**config.mk**
```make
export PLATFORM = sky130hd
export DESIGN_NAME = md_div_unit
export DESIGN_NICKNAME = d
export VERILOG_FILES = /design/src/rtl/md_div_unit.sv
export SDC_FILE = /design/constraint.sdc
export NUM_CORES = 1
export LEC_CHECK = 0
export CORE_MARGIN = 3
export CORE_UTILIZATION = 50
export CTS_CLUSTER_DIAMETER = 30
export CTS_CLUSTER_SIZE = 20
export DETAILED_ROUTE_END_ITERATION = 8
export MAX_ROUTING_LAYER = met4
export PLACE_DENSITY = 0.79
export SETUP_SLACK_MARGIN = 0.1
export SYNTH_ARGS = -nofsm -noshare
export SYNTH_HDL_FRONTEND = slang
export SYNTH_SLANG_ARGS = --single-unit
```
**constraint.sdc**
```tcl
create_clock -name clk -period 11.86 [get_ports clk]
set_input_delay 3.558 -clock clk [delete_from_list [all_inputs] [get_ports clk]]
set_output_delay 3.558 -clock clk [all_outputs]
set_load 0.03 [all_outputs]
```
**src/rtl/md_div_unit.sv**
```systemverilog
// ============================================================================
//  Module   : md_div_unit
//  Purpose  : Iterative restoring radix-2 signed/unsigned integer divider with
//             valid/ready handshakes, a divide-by-zero flag and annul.
//             Optional DIV_EARLY_OUT_EN skips leading-zero dividend bits.
//  Revision : 1.0 - initial parametrised release
// ============================================================================
`default_nettype none

module md_div_unit #(
    parameter int WIDTH = 32,
    parameter int CNT_W = 7
) (
    input  logic                 clk,
    input  logic                 rst,
    input  logic                 in_valid,
    output logic                 in_ready,
    input  logic                 op_signed,
    input  logic [WIDTH-1:0]     dividend,
    input  logic [WIDTH-1:0]     divisor,
    input  logic                 annul,
    output logic                 busy,
    output logic                 out_valid,
    input  logic                 out_ready,
    output logic [2*WIDTH-1:0]   result,
    output logic                 div_by_zero
);

    typedef enum logic [2:0] {
        S_IDLE = 3'd0,
        S_PREP = 3'd1,
        S_CALC = 3'd2,
        S_FIX  = 3'd3,
        S_DONE = 3'd4
    } state_t;

    localparam logic [CNT_W-1:0] c_last_cnt = CNT_W'(WIDTH - 1);

    state_t               r_state;
    logic [CNT_W-1:0]     r_cnt;
    logic [WIDTH-1:0]     r_prem;
    logic [WIDTH-1:0]     r_dvd;      // dividend magnitude, shifts into quotient
    logic [WIDTH-1:0]     r_dsr;
    logic [WIDTH-1:0]     r_raw;
    logic                 r_sign_q;
    logic                 r_sign_r;
    logic [2*WIDTH-1:0]   r_result;
    logic                 r_dbz;

    logic [WIDTH-1:0]     w_dvd_mag;
    logic [WIDTH-1:0]     w_dsr_mag;
    logic [WIDTH:0]       w_shift;
    logic [WIDTH:0]       w_diff;
    logic [WIDTH-1:0]     w_q_fix;
    logic [WIDTH-1:0]     w_r_fix;

    assign w_dvd_mag = (op_signed && dividend[WIDTH-1]) ? -dividend : dividend;
    assign w_dsr_mag = (op_signed && divisor[WIDTH-1])  ? -divisor  : divisor;

    // A negative WIDTH+1-bit difference means the trial subtract failed.
    assign w_shift = {r_prem, r_dvd[WIDTH-1]};
    assign w_diff  = w_shift - {1'b0, r_dsr};

    assign w_q_fix = r_sign_q ? -r_dvd  : r_dvd;
    assign w_r_fix = r_sign_r ? -r_prem : r_prem;

`ifdef DIV_EARLY_OUT_EN
    logic [CNT_W-1:0] w_lz;

    always_comb begin
        w_lz = CNT_W'(WIDTH);
        for (int i = 0; i < WIDTH; i++) begin
            if (r_dvd[i]) begin
                w_lz = CNT_W'(WIDTH - 1 - i);
            end
        end
    end
`endif

    always_ff @(posedge clk or posedge rst) begin
        if (rst) begin
            r_state  <= S_IDLE;
            r_cnt    <= '0;
            r_prem   <= '0;
            r_dvd    <= '0;
            r_dsr    <= '0;
            r_raw    <= '0;
            r_sign_q <= 1'b0;
            r_sign_r <= 1'b0;
            r_result <= '0;
            r_dbz    <= 1'b0;
        end else if (annul && r_state != S_IDLE) begin
            r_state <= S_IDLE;
        end else begin
            case (r_state)
                S_IDLE: begin
                    if (in_valid && !annul) begin
                        r_sign_q <= op_signed & (dividend[WIDTH-1] ^ divisor[WIDTH-1]);
                        r_sign_r <= op_signed & dividend[WIDTH-1];
                        r_dvd    <= w_dvd_mag;
                        r_dsr    <= w_dsr_mag;
                        r_raw    <= dividend;
                        r_state  <= S_PREP;
                    end
                end
                S_PREP: begin
                    if (r_dsr == '0) begin
                        r_result <= {r_raw, {WIDTH{1'b1}}};
                        r_dbz    <= 1'b1;
                        r_state  <= S_DONE;
                    end else begin
                        r_prem <= '0;
                        r_dbz  <= 1'b0;
`ifdef DIV_EARLY_OUT_EN
                        // Leading zeros only contribute zero quotient bits.
                        if (w_lz == CNT_W'(WIDTH)) begin
                            r_state <= S_FIX;
                        end else begin
                            r_dvd   <= r_dvd << w_lz;
                            r_cnt   <= w_lz;
                            r_state <= S_CALC;
                        end
`else
                        r_cnt   <= '0;
                        r_state <= S_CALC;
`endif
                    end
                end
                S_CALC: begin
                    r_prem  <= w_diff[WIDTH] ? w_shift[WIDTH-1:0] : w_diff[WIDTH-1:0];
                    r_dvd   <= {r_dvd[WIDTH-2:0], ~w_diff[WIDTH]};
                    r_cnt   <= r_cnt + 1'b1;
                    if (r_cnt == c_last_cnt) begin
                        r_state <= S_FIX;
                    end
                end
                S_FIX: begin
                    r_result <= {w_r_fix, w_q_fix};
                    r_state  <= S_DONE;
                end
                S_DONE: begin
                    if (out_ready) begin
                        r_state <= S_IDLE;
                    end
                end
                default: r_state <= S_IDLE;
            endcase
        end
    end

    assign in_ready    = (r_state == S_IDLE);
    assign busy        = (r_state != S_IDLE);
    assign out_valid   = (r_state == S_DONE);
    assign result      = r_result;
    assign div_by_zero = r_dbz;

endmodule

`default_nettype wire

```
== Word-level counts from Yosys, hierarchy flattened ==
Index checks and enable logic that the tools add are counted.
Storage, ports and cells
  register bits after elaboration: 205
  latch bits: 0
  memory bits (writable): 0
  bits in read-only memories: 0
  input bits: 70
  output and inout bits: 68
  word-level logic and storage cells: 69
  memories: 0
Cells by class
  add/sub/neg operators: 6
  multipliers: 0
  div/mod/pow operators: 0
  order comparisons: 0
  equal/unequal tests: 11
  shifts and indexed selects: 0
  mux-type cells: 20
  bitwise logic cells: 5
  reduce and logical (&&, ||, !) cells: 17
Operators with widths (number)
  32-bit two-way mux: 7
  32-bit negation: 4
  32-bit case mux with 2 select lines: 2
  64-bit case mux with 2 select lines: 1
  64-bit two-way mux: 1
  33-bit by 32-bit subtractor with 33-bit output: 1
  32-bit logical NOT: 1
  3-bit two-way mux: 5
  3-bit case mux with 5 select lines: 1
  3-bit AND reduction: 5
  7-bit case mux with 2 select lines: 1
  7-bit by 1-bit adder with 7-bit output, second input constant: 1
  7-bit by 5-bit equality test with 1-bit output, second input constant: 1
  7-bit two-way mux: 1
  3-bit by 2-bit equality test with 1-bit output, second input constant: 2
  3-bit by 1-bit inequality test with 1-bit output, second input constant: 2
  2-bit nonzero test: 3
  1-bit logical AND: 4
  2-bit inequality test, second input constant: 2
  3-bit by 1-bit equality test with 1-bit output, second input constant: 1
  3-bit equality test, second input constant: 1
  3-bit logical NOT: 1
  3-bit inequality test, second input constant: 1
  3-bit nonzero test: 1
  other kinds (7): 9

== Longest topological paths before layout ==
  depth after elaboration: 5
  mapped depth: 13
  gate-level depth less buffers: 12

== Worst setup path after synthesis ==
Ideal clock, no wire load.
  kind: input to register
  from: input port dividend[0]
  to: register r_dvd[27]
  setup time: 0.135 ns
  data arrival time: 5.743 ns
  required time: 11.725 ns
  setup slack: 5.981 ns
  stages: 9
  buffers on the path: 0
  cells stage by stage: or4_1 > or4_1 > nor4bb_1 > and2_1 > a21oi_1 > xnor2_1 > nor2_1 > a21oi_1 > o21ai_0
Between the ends
  word-level cells in the longest chain between the ends: 4
RTL lines
  start: declaration: line 19  | input logic [WIDTH-1:0] dividend,
  32-bit negation: line 57  | assign w_dvd_mag = (op_signed && dividend[WIDTH-1]) ? -dividend : dividend;
  32-bit two-way mux: line 57
  32-bit two-way mux: line 97  | if (in_valid && !annul) begin
  32-bit case mux with 2 select lines: line 95  | case (r_state)
  end signal: assignment: line 100  | r_dvd <= w_dvd_mag;
  end signal: assignment: line 131  | r_dvd <= {r_dvd[WIDTH-2:0], ~w_diff[WIDTH]};
  end: declaration: line 42  | logic [WIDTH-1:0] r_dvd;
No other way between the ends. The select of a mux whose other input is x is not followed.
A chain may end at the register's enable or synchronous reset.

== Worst setup path in the final report ==
Ends and elaborated chain as after synthesis.

==> run_results.csv <==
group,metric,value,unit
power,peakVddDrop,0.0001651,V
setup_path,arrival,6.74,ns
setup_path,worst_setup_path_end_kind,"flip-flop",
outcome,outcome,"completed",
place,preCtsSetupSlack,5.036,ns
clock_network,ctsResizeCount,0,
place,place_congestion,0.8805,
clock_network,postCtsSetupBuffers,0,
yosys,syn_area,0.01276,mm²
timing,rsz0062_at_grt,"false",
clock_network,cts_buffers,39,
setup_path,path_delay_family,"simple AND/OR/NAND/NOR gates",
yosys,ys_seq_area_share,40.19,%
grt,gr-max-usage-layer,"met2",
yosys,yosys.area.top_type_share,40.19,%
power,p_leak,6.916,nW
timing,fin_crit_sh,53.61,%
floorplanning,dieHeight,165.8,µm
clock_network,clockRootBuffer,"clkbuf_16",
route,dr.first_iter.drc_count,749,
yosys,synth_warnings,0,
place,port_buffers,137,
floorplanning,coreArea,0.02468,mm²
yosys,avgSynthCellArea,8.573,µm²
route,final_antenna_net_count,0,
setup_path,crit_required,12.24,ns
route,wl,33120,µm
timing,fin_crit,6.358,ns
clock_network,cts.sinks,205,
setup_path,critPathBufInv,1,
worst_hold_path,worstHoldStart,"result[41]",
place,post_dp_cell_area,0.01438,mm²
timing,hold-worst-slack,0.4763,ns
clock_network,htreeDepth,2,
place,dp_hpwl,24030,µm
clock_network,clk_latency,0.52,ns
setup_path,crit_fanout,5,
grt,grt-ovfl-total,0,
setup_path,setup.worst_path.start,"dividend[0]",
floorplanning,initial_core_util,51.73,%
clock_network,cts_tree,"built",
yosys,syn_inst,1489,
yosys,syn_nets,1597,
power,p_per_area,261.3,mW/mm²
timing,slew_headroom,14.17,%
yosys,synth_area_leaders,"dfrtp_1 (40%), o21ai_0 (6.4%), a21oi_1 (6.1%), xor2_1 (5.9%), nand2_1 (5.3%)",
layout,fillCellCount,2037,
route,post_drt_wl_per_cell,16.90,µm
timing,setup-tns-final,0,ns
timing,setup_viol,0,
grt,use_met2,38.97,%
clock_network,hold_buffers,0,
layout,num_antenna_cells,0,
worst_hold_path,whs_path_depth,2,
timing,worst_pin_slew,1.286,ns
route,vias_per_cell,5.720,
layout,area_growth_syn_to_layout,23.90,%
grt,grtUsageTotal,24.07,%
setup_path,rr_worst_depth,13,
timing,skew,0.02049,ns
worst_hold_path,whs_endpoint,"result[41]",
setup_path,crit_slowest_cell,"or4_1",
yosys,synth-edff-count,0,
place,dp.cells,1888,
grt,use_met1,30.49,%
yosys,synth_seq_cells,205,
yosys,synth.largest_area_cell,"dfrtp_1",
clock_network,cts_buffer_depth,3,
grt,antenna_found_initial,0,
yosys,synthFlopType,"dfrtp_1",
layout,design_area,0.01582,mm²
route,drc,0,
setup_path,crit_chain,"clkdlybuf4s50_1 > or4_1 > or4_1 > nor4bb_1 > and2_1 > a21oi_1 > xnor2_1 > nor2_1 > a21oi_1 > o21ai_0",
timing,final_hold_viol_count,0,
yosys,synth.distinct_cells,63,
route,firstDrtPassIters,5,
floorplanning,num_rows,57,
floorplanning,io_pins,138,
grt,grt_max_degree,135,
floorplanning,die-area,0.02748,mm²
grt,use_met3,3.547,%
setup_path,crit_type,"in2reg",
layout,final_common_cell,"dfrtp_1",
setup_path,rrSetupSlack,7.83,ns
timing,fmax,0.1573,GHz
yosys,async_flop_share,100.0,%
grt,grt_pass1_wl,54190,µm
clock_network,clkTransAtPathRegs,0.05,ns
setup_path,start_kind,"input pin",
run,maxCapViolations,0,
setup_path,crit_path_max_incr_delay,0.66,ns
layout,final_cell_mix,"dfrtp_1 (205), nand2_1 (181), o21ai_0 (162), a21oi_1 (155), clkdlybuf4s50_1 (137)",
grt,grt_pass1_vias,10780,
timing,slew_violations,0,
layout,fin_nets,1713,
layout,drive_above_1_share,8.130,%
setup_path,timing.rr.end,"r_prem[31]",
layout,fin_cells,1960,
route,via_count,11210,
timing,setup_ws,5.502,ns
worst_hold_path,hp-class,"reg2reg",
setup_path,timing.rr.start,"r_dvd[31]",
floorplanning,die_width,165.8,µm
==> Yosys cell counts (all sizes together) (24+ instances only) <==
master,number
or3,24
o21ai,165
xnor2,60
a21oi,156
inv,52
nor2,133
nand2,181
dfrtp,205
ha,37
xor2,86
mux2i,35
clkbuf,62
mux2,32
==> sequential cells by signal, indices dropped and copies added (netlist names) <==
register / cells
result: 64
r_dsr: 32
r_dvd: 32
r_prem: 32
r_raw: 32
r_cnt: 7
r_state: 3
div_by_zero: 1
r_sign_q: 1
r_sign_r: 1
==> stage by stage <==
step	util, %	power (mW)
floorplan	-	2.390
global placement	58.25	2.883
detailed placement	58.25	2.924
CTS	64.09	4.144
global route	64.09	4.381
finish	64.09	4.132
==> worst min-delay path, stage by stage (launching register included) <==
cell and delay [ns]:
dfrtp_1 0.33, nand2_1 0.05, o21ai_0 0.06
==> cells by family after synthesis <==
logic type	after synthesis	share of synthesized area [%]
fa+ha+maj	38	3.784
mux	67	5.568
simple gates	469	17.07
flops	205	40.19
compound gates	439	19.67
buf+inv	125	3.705
xor+xnor	146	10.02
==> where the power goes <==
| part | leakage, nW | internal [mW] | switching, mW |
|---|---|---|---|
| Combinational | 3.64 | 0.781 | 0.999 |
| Sequential | 2.57 | 0.916 | 0.241 |
| Clock | 0.704 | 0.816 | 0.379 |
==> layer usage <==
layer	up-vias	part of all wire (%)	wire, µm
met4	0	3.9	1281
met2	347	47	15590
met5	-	0	0
li1	5476	-	-
met3	79	4.9	1607
met1	5310	44	14640
==> cell type report <==
class                      instances  area [µm²]  area share (%)
clock buffer                      49        1064           6.725
clock inverter                    23       376.6           2.381
inverter                          52       202.7           1.282
multi-input combinational       1159        7183           45.42
sequential                       205        5130           32.44
tap                              324       405.4           2.563
timing repair buffer             148        1454           9.193
==> worst max path at each step <==
stage,to,slack (ns),depth (start not counted)
2_1_floorplan,div_by_zero,2.71,1
3_3_place_gp,r_dvd[27],5.12,10
3_5_place_dp,r_dvd[27],5.04,10
4_1_cts,r_dvd[27],5.57,10
5_1_grt,r_dvd[27],5.36,10
6_report,r_dvd[27],5.50,10
Power figures use the tool's default switching activity.
